## src/rtl/l1_cache_pkg.sv

```systemverilog
// Shared types and constants for the L1 line-age scrub sequencer.
package l1_cache_pkg;

    localparam int AGE_W       = 4;
    localparam int LINE_INDEX_W = 16;
    localparam int LINE_WAY_W   = 8;

    typedef enum logic [2:0] {
        IDLE  = 3'd0,
        RD    = 3'd1,
        CHK   = 3'd2,
        EVICT = 3'd3,
        DONE  = 3'd4
    } scrub_state_e;

    // Wide enough for any supported geometry; users slice to their own widths.
    typedef struct packed {
        logic [LINE_INDEX_W-1:0] index;
        logic [LINE_WAY_W-1:0]   way;
    } line_addr_t;

endpackage

```

## src/rtl/stale_tick_gen.sv

```systemverilog
// Age-tick prescaler: one-cycle tick every tick_period clocks while enabled.
module stale_tick_gen #(
    parameter int PRESC_W = 16
) (
    input  logic               clk,
    input  logic               rst_n,
    input  logic               enable_i,
    input  logic [PRESC_W-1:0] tick_period_i,
    output logic               tick_o
);

    logic [PRESC_W-1:0] cnt_q;
    logic [PRESC_W-1:0] per_q;
    logic [PRESC_W-1:0] limit;
    logic               tick_q;

    // The period is resampled at the start of every count window, so a new value lands at the next wrap.
    always_comb begin
        limit = (cnt_q == '0) ? tick_period_i : per_q;
    end

    // Prescaler count, latched period and registered tick pulse.
    always_ff @(posedge clk or negedge rst_n) begin
        if (!rst_n) begin
            cnt_q  <= '0;
            per_q  <= '0;
            tick_q <= 1'b0;
        end else if (!enable_i || tick_period_i == '0) begin
            cnt_q  <= '0;
            per_q  <= tick_period_i;
            tick_q <= 1'b0;
        end else begin
            per_q <= limit;
            if (cnt_q == limit - 1'b1) begin
                cnt_q  <= '0;
                tick_q <= 1'b1;
            end else begin
                cnt_q  <= cnt_q + 1'b1;
                tick_q <= 1'b0;
            end
        end
    end

    assign tick_o = tick_q;

endmodule

```

## src/rtl/stale_scrub_ctrl.sv

```systemverilog
// Scrub sequencer: on a stale event walks every set/way and requests eviction of stale valid lines.
module stale_scrub_ctrl
    import l1_cache_pkg::*;
#(
    parameter int NUM_SETS   = 64,
    parameter int NUM_WAYS   = 4,
    parameter int INDEX_BITS = $clog2(NUM_SETS),
    parameter int WAY_BITS   = (NUM_WAYS > 1) ? $clog2(NUM_WAYS) : 1,
    parameter int PRESC_W    = 16
) (
    input  logic                  clk,
    input  logic                  rst_n,
    input  logic                  enable,
    input  logic [PRESC_W-1:0]    tick_period,
    input  logic [AGE_W-1:0]      threshold,
    output logic                  tick_en,
    input  logic                  stale_event,
    input  logic                  cpu_busy,
    output logic                  rd_en,
    output logic [INDEX_BITS-1:0] rd_index,
    output logic [WAY_BITS-1:0]   rd_way,
    input  logic [AGE_W-1:0]      rd_age,
    input  logic                  rd_valid,
    input  logic                  rd_dirty,
    output logic                  evict_valid,
    input  logic                  evict_ready,
    output logic [INDEX_BITS-1:0] evict_index,
    output logic [WAY_BITS-1:0]   evict_way,
    output logic                  evict_dirty,
    output logic                  busy,
    output logic [15:0]           evict_cnt
);

    scrub_state_e state_q, state_d;
    line_addr_t   cur_q, cur_d, cur_next;
    logic         pend_q;
    logic         dirty_q, dirty_d;
    logic [15:0]  ecnt_q;
    logic         start, abort, last_line, stale, accept;

    stale_tick_gen #(.PRESC_W(PRESC_W)) u_tick (
        .clk          (clk),
        .rst_n        (rst_n),
        .enable_i     (enable),
        .tick_period_i(tick_period),
        .tick_o       (tick_en)
    );

    // Cursor bookkeeping and line classification.
    always_comb begin
        last_line = (cur_q.index == LINE_INDEX_W'(NUM_SETS - 1)) &&
                    (cur_q.way == LINE_WAY_W'(NUM_WAYS - 1));
        cur_next = cur_q;
        if (cur_q.way == LINE_WAY_W'(NUM_WAYS - 1)) begin
            cur_next.way   = '0;
            cur_next.index = cur_q.index + 1'b1;
        end else begin
            cur_next.way = cur_q.way + 1'b1;
        end
        stale  = rd_valid && (threshold != '0) && (rd_age >= threshold);
        accept = (state_q == EVICT) && evict_ready;
    end

    // Next-state and read-strobe logic of the scan FSM.
    always_comb begin
        state_d = state_q;
        cur_d   = cur_q;
        dirty_d = dirty_q;
        start   = 1'b0;
        abort   = 1'b0;
        rd_en   = 1'b0;
        case (state_q)
            IDLE: begin
                if (pend_q && enable) begin
                    state_d = RD;
                    cur_d   = '0;
                    start   = 1'b1;
                end
            end
            RD: begin
                if (!enable) begin
                    state_d = IDLE;
                    abort   = 1'b1;
                end else if (!cpu_busy) begin
                    rd_en   = 1'b1;
                    state_d = CHK;
                end
            end
            CHK: begin
                if (!enable) begin
                    state_d = IDLE;
                    abort   = 1'b1;
                end else if (stale) begin
                    state_d = EVICT;
                    dirty_d = rd_dirty;
                end else if (last_line) begin
                    state_d = DONE;
                end else begin
                    cur_d   = cur_next;
                    state_d = RD;
                end
            end
            EVICT: begin
                if (evict_ready) begin
                    if (!enable) begin
                        state_d = IDLE;
                    end else if (last_line) begin
                        state_d = DONE;
                    end else begin
                        cur_d   = cur_next;
                        state_d = RD;
                    end
                end
            end
            DONE:    state_d = IDLE;
            default: state_d = IDLE;
        endcase
    end

    // FSM state, cursor and captured dirty bit.
    always_ff @(posedge clk or negedge rst_n) begin
        if (!rst_n) begin
            state_q <= IDLE;
            cur_q   <= '0;
            dirty_q <= 1'b0;
        end else begin
            state_q <= state_d;
            cur_q   <= cur_d;
            dirty_q <= dirty_d;
        end
    end

    // Pending flag: a stale event during a scan queues exactly one rescan.
    always_ff @(posedge clk or negedge rst_n) begin
        if (!rst_n) begin
            pend_q <= 1'b0;
        end else if (stale_event && enable) begin
            pend_q <= 1'b1;
        end else if (start || abort) begin
            pend_q <= 1'b0;
        end
    end

    // Saturating count of accepted evict handshakes.
    always_ff @(posedge clk or negedge rst_n) begin
        if (!rst_n) begin
            ecnt_q <= '0;
        end else if (accept && ecnt_q != 16'hFFFF) begin
            ecnt_q <= ecnt_q + 16'd1;
        end
    end

    assign rd_index    = cur_q.index[INDEX_BITS-1:0];
    assign rd_way      = cur_q.way[WAY_BITS-1:0];
    assign evict_valid = (state_q == EVICT);
    assign evict_index = cur_q.index[INDEX_BITS-1:0];
    assign evict_way   = cur_q.way[WAY_BITS-1:0];
    assign evict_dirty = dirty_q;
    assign busy        = (state_q != IDLE);
    assign evict_cnt   = ecnt_q;

endmodule
```

## config.mk

```make
export PLATFORM = sky130hd
export DESIGN_NAME = stale_scrub_ctrl
export DESIGN_NICKNAME = d
export VERILOG_FILES = /design/src/rtl/l1_cache_pkg.sv /design/src/rtl/stale_tick_gen.sv /design/src/rtl/stale_scrub_ctrl.sv
export SDC_FILE = /design/constraint.sdc
export NUM_CORES = 1
export LEC_CHECK = 0
export BUFFER_PORTS_ARGS = -buffer_cell sky130_fd_sc_hd__buf_2
export CAP_MARGIN = 10
export CORE_ASPECT_RATIO = 0.5
export CORE_UTILIZATION = 63
export DETAILED_ROUTE_END_ITERATION = 8
export GPL_TIMING_DRIVEN = 0
export PLACE_DENSITY = 0.86
export SLEW_MARGIN = 20
export SYNTH_ARGS = -nofsm -noshare
export SYNTH_HDL_FRONTEND = slang
export SYNTH_SLANG_ARGS = --single-unit
export TNS_END_PERCENT = 10
```

## constraint.sdc

```tcl
create_clock -name clk -period 6.45 [get_ports clk]
set_input_delay 0.645 -clock clk [delete_from_list [all_inputs] [get_ports clk]]
set_output_delay 0.645 -clock clk [all_outputs]
set_load 0.05 [all_outputs]
```

# Word level (Yosys, flattened, before mapping)

Cells that the tools add are included.

Add/subtract/negate cells: 5
Magnitude comparators: 1
Equality and inequality tests: 13
Mux-type cells: 33
Reduce and logical (&&, ||, !) cells: 21

Operator list:

| cell                  | number |
|---|---|
| $mux 24               | 6 |
| $mux 16               | 5 |
| $pmux 24 s3           | 1 |
| $add 16x1->16 const B | 3 |
| $logic_not 16->1      | 2 |
| $mux 3                | 8 |
| $eq 16x16->1          | 1 |
| $eq 16x6->1 const B   | 1 |
| $ne 16x16->1 const B  | 1 |
| $sub 16x1->16 const B | 1 |
| $pmux 3 s4            | 1 |
| $mux 1                | 11 |
| $add 8x1->8 const B   | 1 |
| $eq 8x2->1 const B    | 1 |
| $mux 8                | 1 |
| $ne 2x2->1 const B    | 4 |
| $logic_and 1x1->1     | 7 |
| $eq 3x2->1 const B    | 2 |
| $reduce_and 3->1      | 2 |
| $reduce_and 6->1      | 1 |
| $reduce_bool 3->1     | 2 |
| $ge 4x4->1            | 1 |
| $reduce_bool 4->1     | 1 |
| $eq 3x1->1 const B    | 1 |
| 7 further kinds       | 8 |

Register bits after elaboration: 78
Input port bits: 32
Output and inout port bits: 37

# Depth between registers and ports, before layout

Depth in word-level cells: 6
Gate-level depth with buffers: 16
Gate-level depth less buffers: 13

# Cells and area by module

From an unflattened synthesis, not the netlist that was laid out.

Cell total of the unflattened synthesis: 596
Area total of the unflattened synthesis: 5363.9 um^2

Modules (own cells, without submodules):

| module           | instances | cells an instance | area an instance (um^2) | sequential area each (um^2) |
|---|---|---|---|---|
| stale_scrub_ctrl | 1         | 290               | 2728.9                  | 1126.1 |
| stale_tick_gen   | 1         | 306               | 2635.0                  | 825.8 |

# Worst setup path before layout

OpenSTA, ideal clock, no wires.

Path kind: reg2reg
Start point: register u_tick.cnt_q[0]
End point: register u_tick.cnt_q[10]
Arrival: 3.908 ns
Setup slack: 2.418 ns
Stages on the path, launching flop included: 16
Buffers on the path: 2
Clock period less this slack: 4.032 ns
Cells stage by stage: dfrtp_1 -> inv_1 -> ha_1 -> nor4b_2 -> nand4_1 -> clkbuf_1 -> mux2i_1 -> ha_1 -> or3b_2 -> nor4_2 -> nand3_1 -> a21o_1 -> a21o_1 -> a2111oi_4 -> buf_6 -> a21oi_1

Cells in the longest elaborated chain, start to end: 6

Ends and longest elaborated chain:

| what                   | line                 | source |
|---|---|---|
| start, declared        | stale_tick_gen.sv:12 | `logic [PRESC_W-1:0] cnt_q;` |
| start signal, assigned | stale_tick_gen.sv:38 | `cnt_q <= cnt_q + 1'b1;` |
| $logic_not 16->1       | stale_tick_gen.sv:19 | `limit = (cnt_q == '0) ? tick_period_i : per_q;` |
| $mux 16                | stale_tick_gen.sv:19 |  |
| $sub 16x1->16          | stale_tick_gen.sv:34 | `if (cnt_q == limit - 1'b1) begin` |
| $eq 16x16->1           | stale_tick_gen.sv:34 |  |
| $mux 16 (*)            | stale_tick_gen.sv:34 |  |
| $mux 16 (*)            | stale_tick_gen.sv:28 | `end else if (!enable_i \|\| tick_period_i == '0) begin` |

Every way passes the cells marked *; elsewhere a longest branch is shown, timed or not.
A chain may end at the register's enable or synchronous reset.

# Worst setup path in the final report

Ends and elaborated chain as after synthesis.

==> impl_metrics.tcl <==
set metrics [dict create \
    status "completed" \
    max_cap_viol_count 0 \
    period_needed_ns 5.14 \
    timing.final.crit_share_pct 79.6 \
    ir_worst_vdd_mv 0.221 \
    rsz0062_at_grt "no" \
    report.final.setup_viol 0 \
    yosysTopAreaCellShare_pct 37.4 \
    place_congestion 0.900 \
    dr.pass1.iters 5 \
    ios 69 \
    cts_hold_buf 0 \
    root_buffer "clkbuf_16" \
    synth_top_cell_by_area "dfrtp_1" \
    setup-tns-final_ns 0 \
    grt_pass1_wl_um 21700 \
    grtUsageTotal_pct 32.4 \
    startpoint_type "flop" \
    cts.sinks 78 \
    grt_pass1_vias 4613 \
    synth.area.top_cells "dfrtp_1 (37%), xnor2_1 (5.2%), a21oi_1 (4.8%), mux2_2 (4.1%), nand2_1 (3.4%)" \
    drive_gt1_share_pct 20.7 \
    synth_common_cells "dfrtp_1 (78), a21oi_1 (50), nand2_1 (47), nor2_1 (33), xnor2_1 (31)" \
    portBuffers 68 \
    grt.overflow.total 0 \
    fillers 611 \
    num_rows 23 \
    end_kind "flop" \
    synth_async_sr_flop_share_pct 100 \
    synth_seq_cells 78 \
    cp_data_arrival_time_ns 5.34 \
    dp_hpwl_um 9270 \
    drc 0 \
    multi_input_area_um2 2940 \
    antenna_found_initial 0 \
    slew_viol_final 0 \
    synth-main-ff-cell "dfrtp_1" \
    routed_wirelength_um 13100 \
    diodes 0 \
    hold_viol 0 \
    synth_cell_type_count 61 \
    syn_nets 630 \
    critPathMaxFanout 10 \
    core_um2 8000 \
    drtAntennaViolNets 0 \
    skew_ns 0.00472 \
    ff_latch_area_um2 1950 \
    preCtsSetupSlack_ns 1.50 \
    drt_iter0_markers 498 \
    dieArea_um2 8670 \
    power_density_nw_per_um2 272 \
    cts_made_buffers 9 \
    cp-startpoint "u_tick.cnt_q[0]" \
    critPathKind "flop to flop" \
    r2r_start "u_tick.cnt_q[0]" \
    relSlewSlack_pct 53.3 \
    tightest_slew_ns 0.699 \
    insertion_delay_ns 0.33 \
    ys_seq_area_share_pct 37.4 \
    wl_per_cell_um 16.7 \
    htree_levels 3 \
    die_w_um 131 \
    yosysMostFrequentCell "dfrtp_1" \
    clkSlewWorstSetupHoldPaths_ns 0.06 \
    dr_total_vias 4945 \
    cts_tree "yes" \
    grt_max_degree 53 \
    ctsResizeCount 0 \
    cellLeakagePower_nw 2.61 \
    postSynthCellCount 588 \
    area_growth_pct 15.1 \
    initial_core_util_pct 65.2 \
    clock.fmax_mhz 195 \
    synthesis.area_um2 5220 \
    cts_buffer_depth 2 \
    required_ns 6.66 \
    postCtsSetupRepairBufs 0 \
    die-height_um 66.4 \
    nets 710 \
    worst_slack_ns 1.31 \
    hp-class "primary input to asynchronous set/reset pin" \
    yosys_warnings 0 \
    vias_per_cell 6.30 \
    synth_edf_count 0 \
    avgSynthCellArea_um2 8.87 \
]
area by class of cell:
| class | instances | share of cell area (%) |
|---|---|---|
| repair buffers | 69 | 6.17 |
| multi-input cells | 444 | 49.0 |
| well taps | 112 | 2.33 |
| inverters | 18 | 1.13 |
| clock inverters | 3 | 0.333 |
| flip-flops and latches | 78 | 32.5 |
| plain buffers | 48 | 4.40 |
| clock buffers | 13 | 4.17 |
placed cells by master (no fill, tap or decap), drive strengths merged, types with 4 or more instances in the layout:
cell type  count
a21o           5
a21oi         50
and2           7
and3          11
and4           6
buf           95
clkbuf        35
dfrtp         78
ha            10
inv           18
mux2          19
mux2i          5
nand2         47
nand2b         7
nand3         31
nand4         17
nor2          33
nor3          18
nor4          18
o21ai         18
o31a           4
o31ai         16
or3           15
or4           21
xnor2         31
xor2          13
state kept, by name, indices dropped and copies added (netlist names):
| name | flops |
|---|---|
| evict_index | 6 |
| cur_q | 16 |
| u_tick.tick_o | 1 |
| pend_q | 1 |
| state_q | 3 |
| u_tick.cnt_q | 16 |
| evict_dirty | 1 |
| u_tick.per_q | 16 |
| evict_way | 2 |
| evict_cnt | 16 |
worst paths after layout:
kind / end / slack (ns) / depth (start not counted)
worst max-delay path: u_tick.cnt_q[10] / 1.31 / 15
worst min-delay path: u_tick.per_q[11] / 0.22 / 1
worst max register to register: u_tick.cnt_q[10] / 1.31 / 15
worst min register to register: evict_cnt[10] / 0.49 / 1
max in group asynchronous: cur_q[4] / 5.64 / 2
min in group clk: evict_cnt[10] / 0.49 / 1
critical path: stages, from the launching register on:
cell       delay, ns
dfrtp_1         0.46
inv_1           0.11
ha_1            0.17
nor4b_2         0.44
nand4_1         0.36
clkbuf_1        0.35
mux2i_1         0.28
ha_1            0.35
or3b_2          0.54
nor4_1          0.45
nand3_1         0.15
a21o_1          0.19
a21o_1          0.18
a2111oi_4       0.66
buf_6           0.23
a21oi_1         0.08
stage by stage:
stage	util [%]	std cells	cell area, um^2	total power, mW	hold slack, ns
global route	75.1	785	6010	1.71	0.245
CTS	75.0	785	6000	1.63	0.236
detailed placement	71.6	769	5730	1.16	0.478
global placement	71.2	768	5700	1.15	0.472
floorplan	-	588	5220	1.01	0.349
finish	75.1	785	6010	1.64	0.221
cell families after synthesis:
group           Yosys count  synth area share, %
buf+inv                  66                 6.35
simple gates            242                 25.8
mux                      24                 5.06
fa+ha+maj                10                 2.40
flops                    78                 37.4
xor+xnor                 44                 7.39
compound gates          124                 15.6
report_power, final:
| part | internal (mW) | switching (mW) | total (mW) |
|---|---|---|---|
| Sequential | 0.531 | 0.0527 | 0.583 |
| Combinational | 0.184 | 0.403 | 0.587 |
| Clock | 0.271 | 0.195 | 0.466 |
per-layer routing:
layer / GRT usage (%) / vias to the layer above / routed length (um)
li1: - / 2326 / -
met1: 43.7 / 2392 / 5960
met2: 53.0 / 202 / 6110
met3: 5.58 / 25 / 773
met4: 11.1 / 0 / 218
met5: 0 / - / 0
Power figures use the tool's default switching activity.
